`src/rtl/parallel_serial_tx_if.sv`:
```
// parallel_serial_tx_if: word handshake in, framed serial bit stream out.
interface parallel_serial_tx_if #(parameter int WIDTH = 8);
    logic             in_valid;
    logic [WIDTH-1:0] in_data;
    logic             in_ready;
    logic             ser_out;
    logic             ser_valid;
    logic             frame_start;
    logic             frame_done;
    logic             busy;
    modport master (
        output in_valid, in_data,
        input  in_ready, ser_out, ser_valid, frame_start, frame_done, busy
    );
    modport slave (
        input  in_valid, in_data,
        output in_ready, ser_out, ser_valid, frame_start, frame_done, busy
    );
endinterface

```
`src/rtl/parallel_serial_tx.sv`:
```
// parallel_serial_tx: parallel words in over valid/ready, one bit per clock out,
// with a one-entry holding buffer so consecutive words stream without a bubble.
module parallel_serial_tx #(
    parameter int WIDTH     = 8,
    parameter bit MSB_FIRST = 1'b1
) (
    input logic                  clk,
    input logic                  reset,
    parallel_serial_tx_if.slave  s
);
    localparam int CW = $clog2(WIDTH);
    typedef enum logic {IDLE, SHIFT} state_t;
    state_t           state, state_nx;
    logic [WIDTH-1:0] shifter, sh_nx, hold, hold_nx, shifted;
    logic             hold_full, hf_nx;
    logic [CW-1:0]    cnt, cnt_nx;
    logic             accept, free, last;
    always_ff @(posedge clk or negedge reset) begin
        if (!reset) begin
            state     <= IDLE;
            shifter   <= '0;
            hold      <= '0;
            hold_full <= 1'b0;
            cnt       <= '0;
        end else begin
            state     <= state_nx;
            shifter   <= sh_nx;
            hold      <= hold_nx;
            hold_full <= hf_nx;
            cnt       <= cnt_nx;
        end
    end
    assign last    = (state == SHIFT) && (cnt == CW'(WIDTH - 1));
    assign free    = (state == IDLE) || last;
    assign accept  = s.in_valid && !hold_full;
    assign shifted = MSB_FIRST ? {shifter[WIDTH-2:0], 1'b0} : {1'b0, shifter[WIDTH-1:1]};
    // A held word always wins the free shifter; in_ready is low then, so no accept can collide.
    always_comb begin
        state_nx = state;
        sh_nx    = shifter;
        hold_nx  = hold;
        hf_nx    = hold_full;
        cnt_nx   = cnt;
        if (free && hold_full) begin
            sh_nx    = hold;
            hf_nx    = 1'b0;
            cnt_nx   = '0;
            state_nx = SHIFT;
        end else if (free && accept) begin
            sh_nx    = s.in_data;
            cnt_nx   = '0;
            state_nx = SHIFT;
        end else begin
            if (accept) begin
                hold_nx = s.in_data;
                hf_nx   = 1'b1;
            end
            if (last) begin
                state_nx = IDLE;
                cnt_nx   = '0;
            end else if (state == SHIFT) begin
                sh_nx  = shifted;
                cnt_nx = cnt + CW'(1);
            end
        end
    end
    assign s.in_ready    = !hold_full;
    assign s.ser_valid   = (state == SHIFT);
    assign s.ser_out     = (state == SHIFT) && (MSB_FIRST ? shifter[WIDTH-1] : shifter[0]);
    assign s.frame_start = (state == SHIFT) && (cnt == '0);
    assign s.frame_done  = last;
    assign s.busy        = (state == SHIFT) || hold_full;
endmodule

```
`src/flat_wrapper.sv`:
```
// flat-port wrapper written by rule: the top's interface ports become plain ports
module parallel_serial_tx_flat 
#(
    parameter int WIDTH     = 8,
    parameter bit MSB_FIRST = 1'b1
)
  (clk, reset, s_in_valid, s_in_data, s_in_ready, s_ser_out, s_ser_valid, s_frame_start, s_frame_done, s_busy);
  parallel_serial_tx_if #(.WIDTH(WIDTH)) s_i ();
  input logic clk;
  input logic reset;
  input wire logic [$bits(s_i.in_valid)-1:0] s_in_valid;
  input wire logic [$bits(s_i.in_data)-1:0] s_in_data;
  output wire logic [$bits(s_i.in_ready)-1:0] s_in_ready;
  output wire logic [$bits(s_i.ser_out)-1:0] s_ser_out;
  output wire logic [$bits(s_i.ser_valid)-1:0] s_ser_valid;
  output wire logic [$bits(s_i.frame_start)-1:0] s_frame_start;
  output wire logic [$bits(s_i.frame_done)-1:0] s_frame_done;
  output wire logic [$bits(s_i.busy)-1:0] s_busy;
  assign s_i.in_valid = s_in_valid;
  assign s_i.in_data = s_in_data;
  assign s_in_ready = s_i.in_ready;
  assign s_ser_out = s_i.ser_out;
  assign s_ser_valid = s_i.ser_valid;
  assign s_frame_start = s_i.frame_start;
  assign s_frame_done = s_i.frame_done;
  assign s_busy = s_i.busy;
  parallel_serial_tx #(.WIDTH(WIDTH), .MSB_FIRST(MSB_FIRST)) u_core (.clk(clk), .reset(reset), .s(s_i));
endmodule
```
`config.mk`:
```
export PLATFORM = sky130hd
export DESIGN_NAME = parallel_serial_tx_flat
export DESIGN_NICKNAME = d
export VERILOG_FILES = /design/src/rtl/parallel_serial_tx_if.sv /design/src/rtl/parallel_serial_tx.sv /design/src/flat_wrapper.sv
export SDC_FILE = /design/constraint.sdc
export NUM_CORES = 1
export LEC_CHECK = 0
export ABC_AREA = 1
export BUFFER_PORTS_ARGS = -buffer_cell sky130_fd_sc_hd__buf_2
export CAP_MARGIN = 20
export CORE_ASPECT_RATIO = 2
export CORE_UTILIZATION = 40
export CTS_CLUSTER_DIAMETER = 40
export DETAILED_ROUTE_END_ITERATION = 10
export PLACE_DENSITY = 0.7
export RECOVER_POWER = 25
export SYNTH_ARGS = -nofsm -noshare
export SYNTH_HDL_FRONTEND = slang
export SYNTH_SLANG_ARGS = --single-unit
```
`constraint.sdc`:
```
create_clock -name clk -period 2.5 [get_ports clk]
set_input_delay 0.125 -clock clk [delete_from_list [all_inputs] [get_ports clk]]
set_output_delay 0.125 -clock clk [all_outputs]
set_load 0.05 [all_outputs]
```
# Yosys cells after proc, flatten, opt, wreduce, memory -nomap -nowiden
# Index checks and enable logic that the tools add are counted.
dict set report word_totals {
  regBits 21
  inputBits 11
  output_inout_bits 6
  wordCells 43
}
dict set report classes {
  add_sub_neg 1
  eq_ne 3
  muxes 14
  bitwise_logic 3
  n_reduce_logical 17
}
# cell count
set op_table {}
lappend op_table {{$mux W8} 4}
lappend op_table {{$mux W3} 4}
lappend op_table {{$logic_and A1 B1 Y1} 6}
lappend op_table {{$mux W1} 6}
lappend op_table {{$reduce_bool A3 Y1} 2}
lappend op_table {{$reduce_and A2 Y1} 2}
lappend op_table {{$reduce_bool A4 Y1} 1}
lappend op_table {{$add A3 B1 Y3 const B} 1}
lappend op_table {{$eq A3 B3 Y1 const B} 1}
lappend op_table {{$logic_not A3 Y1} 1}
lappend op_table {{$ne A3 B3 Y1 const B} 1}
lappend op_table {{$not A1 Y1} 3}
lappend op_table {{$reduce_and A3 Y1} 1}
lappend op_table {{$logic_or A1 B1 Y1} 2}
lappend op_table {{$ne A2 B1 Y1 const B} 1}
lappend op_table {{$reduce_bool A2 Y1} 1}
lappend op_table {{$logic_not A1 Y1} 1}

# Longest topological paths before layout
dict set report logic_depth {
  ltp_word 6
  mapped_depth 10
  ltp_nobuf 9
}

# Worst setup path before layout
# OpenSTA, ideal clock, no wires.
dict set report synth_path {
  kind {reg-to-output}
  startpoint {register u_core.state (netlist: u_core.s.ser_valid)}
  endpoint {output port s_frame_start}
  arrival_ns 1.441
  required_time_ns 2.375
  setup_slack_ns 0.934
  stages_incl_launch_ff 3
  path_buffers 0
  path_cell_list {dfrtp_1 -> nand2_1 -> nor2_1}
}
dict set report synth_between {
  elab_chain_len 1
}
# item line
set synth_rtl {}
lappend synth_rtl {{start, declared} parallel_serial_tx.sv:13} ;# state_t state, state_nx;
lappend synth_rtl {{start signal, assigned} parallel_serial_tx.sv:26} ;# state <= state_nx;
lappend synth_rtl {{$logic_and A1 B1 Y1} parallel_serial_tx.sv:70} ;# assign s.frame_start = (state == SHIFT) && (cnt == '0);
lappend synth_rtl {{end, declared} flat_wrapper.sv:16} ;# output wire logic [$bits(s_i.frame_start)-1:0] s_frame_start;
# No other way between the ends.

# Final worst setup path
dict set report layout_path {
  startpoint {register u_core.cnt[1]}
  endpoint {register u_core.hold[7]}
}
dict set report layout_between {
  elab_chain_len 6
  word_cells_on_any_way 8
  classes_between {eq/ne (1); bitwise (2); reduce/logical (5)}
}
# item line
set layout_rtl {}
lappend layout_rtl {{start, declared} parallel_serial_tx.sv:16} ;# logic [CW-1:0] cnt, cnt_nx;
lappend layout_rtl {{start signal, assigned} parallel_serial_tx.sv:30} ;# cnt <= cnt_nx;
lappend layout_rtl {{$eq A3 B3 Y1 *} parallel_serial_tx.sv:33} ;# assign last = (state == SHIFT) && (cnt == CW'(WIDTH - 1));
lappend layout_rtl {{$logic_and A1 B1 Y1 *} parallel_serial_tx.sv:33}
lappend layout_rtl {{$logic_or A1 B1 Y1 *} parallel_serial_tx.sv:34} ;# assign free = (state == IDLE) || last;
lappend layout_rtl {{$logic_and A1 B1 Y1 (on tied branches)} {parallel_serial_tx.sv:44, parallel_serial_tx.sv:49}}
lappend layout_rtl {{$not A1 Y1 (no source line)} --}
lappend layout_rtl {{$reduce_and A3 Y1 (no source line) *} --}
lappend layout_rtl {{end signal, assigned} parallel_serial_tx.sv:28} ;# hold <= hold_nx;
lappend layout_rtl {{end, declared} parallel_serial_tx.sv:14} ;# logic [WIDTH-1:0] shifter, sh_nx, hold, hold_nx, shifted;
# Every way passes the cells marked *; elsewhere a longest branch is shown, timed or not.
# A chain may end at the register's enable or synchronous reset.

==> impl_metrics.csv <==
group,metric,value,unit
clock_tree,htreeDepth,1,
sta,tns,0,ps
pwr,leakage,0.0007497,uW
clock_tree,path_clk_slew,70,ps
synth,post-synth-top-area-cell,"dfrtp_1",
detailed_routing,viasPerCell,5.179,
synth,synthTopCellsByCount,"nand2_1, nand3_1, dfrtp_1",
detailed_routing,drtIter0Drc,25,
setup_path,slowest_stage,"dfrtp_1",
setup_path,worst-path-max-fanout,21,
placed_design,place_area,1226,sq um
synth,synth_cell_types,17,
sta,fin_crit_sh,70.10,%
synth,ys_seq_area_share,45.65,%
placed_design,gp_congestion,0.9272,
final_layout,n_fill_cell,281,
synth,yosysMostFrequentCell,"nand2_1",
min_path,min_path_type,"input pin to flip-flop",
sta,skew,1.603,ps
synth,syn_inst,150,
sta,rsz0062_at_grt,"false",
floorplanning,pin_count,17,
floorplanning,dieWidth,39.93,um
synth,synth-edff-count,0,
sta,slew_viol_final,0,
synth,syn_area,1151,sq um
sta,setup_viol,0,
floorplanning,initial_utilization,42.07,%
synth,async_flop_share,100.0,%
floorplanning,core,2736,sq um
final_layout,syn_to_final_growth,11.20,%
sta,max_freq,0.5706,GHz
synth,ys.flop_type,"dfrtp_1",
synth,synth_top_area_share,45.65,%
global_route,grt_pass1_wl,4.153,mm
clock_tree,cts.sinks,21,
final_layout,final_nets,182,
clock_tree,clock_path_buffers,2,
synth,yosys_warnings,0,
detailed_routing,antenna_left,0,
global_route,track_usage,19.28,%
sta,tightest_slew,1121,ps
sta,max_slew_margin,25.27,%
synth,yosys-top-cells-area,"dfrtp_1, nand2_1, nand3_1",
setup_path,rr_startpoint,"u_core.cnt[1]",
final_layout,drive_gt1_share,15.57,%
sta,timing.hold.ws,126.1,ps
setup_path,path_buf_inv,2,
pwr,p_per_area,1047,nW/um^2
setup_path,critical_path.cell_chain,"ha_1 > ha_1 > inv_1 > nand2_2 > clkinv_2 > nand2_2 > nor2_1 > a21oi_1",
pwr,ir_drop,0.0005211,V
final_layout,final_area,1280,sq um
synth,synth_nets,164,
setup_path,endpoint_kind,"flip-flop",
clock_tree,postCtsSetupRepairBufs,0,
final_layout,antenna_cells,0,
setup_path,crit_required,2690,ps
synth,synth_seq_cells,21,
floorplanning,die_area,3109,sq um
sta,hold_viol_final,0,
floorplanning,die_h,77.87,um
detailed_routing,drt-pass1-iter-count,4,
clock_tree,cts_resized,0,
clock_tree,cts_tree,"done",
clock_tree,root_buffer,"clkbuf_8",
floorplanning,rows,27,
run,maxCapViolCount,0,
setup_path,worst_path_largest_cell_delay,370,ps
global_route,antenna_found_initial,0,
clock_tree,clk_latency,260,ps
global_route,grt_max_degree,22,
sta,finalCriticalPeriod,1752,ps
setup_path,setup.worst_path.start_class,"flip-flop",
synth,syn_avg_cell_area,7.674,sq um
setup_path,cp.arrival,1940,ps
setup_path,critical_path_class,"flip-flop to flip-flop",
clock_tree,cts_made_buffers,3,
setup_path,critPathTopFamily,"simple AND/OR/NAND/NOR gates",
global_route,grt_overflow,0,
detailed_routing,wl_per_cell,13.45,um
detailed_routing,totalWireLength,2.637,mm
detailed_routing,num_vias,1015,
setup_path,crit_start,"u_core.cnt[1]",
placed_design,io_buffers,16,
status,status,"finished clean",
global_route,grt_pass1_vias,969,
placed_design,dp_hpwl,1.970,mm
detailed_routing,drc_errors,0,
min_path,hold_start,"s_in_data[0]",
-- kinds of logic (layout without fill, tap and decap cells) --
family                     after synthesis  after routing  synth area share, %
and+or+nand+nor                         97             97                38.70
buffers and inverters                   24             41                10.22
DFF                                     21             21                45.65
AOI/OAI and AO/OA                        5              5                2.174
adders and majority gates                3              3                3.261
-- repair_timing --
action,CTS,global route
setup endpoints to repair,0,0
endpoints found under the hold margin,21,0
hold buffers,1,0
-- placed cells by master, fill, tap and decap left out, types with 2 or more instances in the layout --
cell type,n
nand2_4,2
nand3_1,26
o21ai_0,3
a21oi_1,2
nand3b_1,5
clkbuf_1,2
ha_1,3
nor2_1,5
dfrtp_1,21
inv_1,15
buf_2,15
nand2_1,55
nand2_2,3
clkbuf_8,3
clkinv_1,3
-- routing by layer --
layer | global-route usage, % | vias up | wire length, um
met5 | 0 | - | 0
met4 | 10.69 | 0 | 106
met3 | 1.714 | 12 | 89
met2 | 32.74 | 33 | 1459
met1 | 21.43 | 467 | 982
li1 | - | 503 | -
-- final timing paths --
path                            slack [ps]                 to  cells after the start
worst max register to register         750     u_core.hold[7]                      8
worst min-delay path                   130     u_core.hold[0]                      3
max in group asynchronous             1240     u_core.hold[3]                      2
worst min register to register         480  u_core.shifter[3]                      2
worst max-delay path                   750     u_core.hold[7]                      8
min in group asynchronous              600     u_core.hold[6]                      2
-- power breakdown --
part           leakage, uW  internal, uW  switching (uW)
clock            0.0000228           114             107
sequential        0.000255           478            95.4
combinational     0.000471           174             372
-- layout make-up --
class | instances | area [sq um] | share of cell area [%]
Multi-Input combinational cell | 105 | 508.0 | 39.69
Sequential cell | 21 | 525.5 | 41.06
Tap cell | 29 | 36.28 | 2.835
Clock buffer | 4 | 45.04 | 3.519
Inverter | 20 | 76.32 | 5.963
Timing Repair Buffer | 17 | 88.84 | 6.940
-- flip-flops by register name, summed over array words and instances (netlist names) --
signal / count
u_core.cnt: 3
u_core.hold: 8
u_core.hold_full: 1
u_core.s.ser_valid: 1
u_core.shifter: 8
-- worst reg2reg max path: stages, from the launching register on --
cell	delay, ps
dfrtp_1	370
ha_1	160
ha_1	170
inv_1	50
nand2_2	320
clkinv_2	240
nand2_2	210
nor2_1	60
a21oi_1	110
-- stage by stage --
| step | utilization [%] | total power (uW) | worst slack (ps) | cells |
|---|---|---|---|---|
| floorplan | - | 1004 | 934.0 | 150 |
| global placement | 44.81 | 1095 | 851.5 | 191 |
| detailed placement | 44.81 | 1122 | 772.2 | 191 |
| CTS | 46.82 | 1348 | 752.7 | 196 |
| global route | 46.78 | 1458 | 552.5 | 196 |
| finish | 46.78 | 1340 | 747.5 | 196 |
Note: power is estimated with default switching activity, not from simulation.
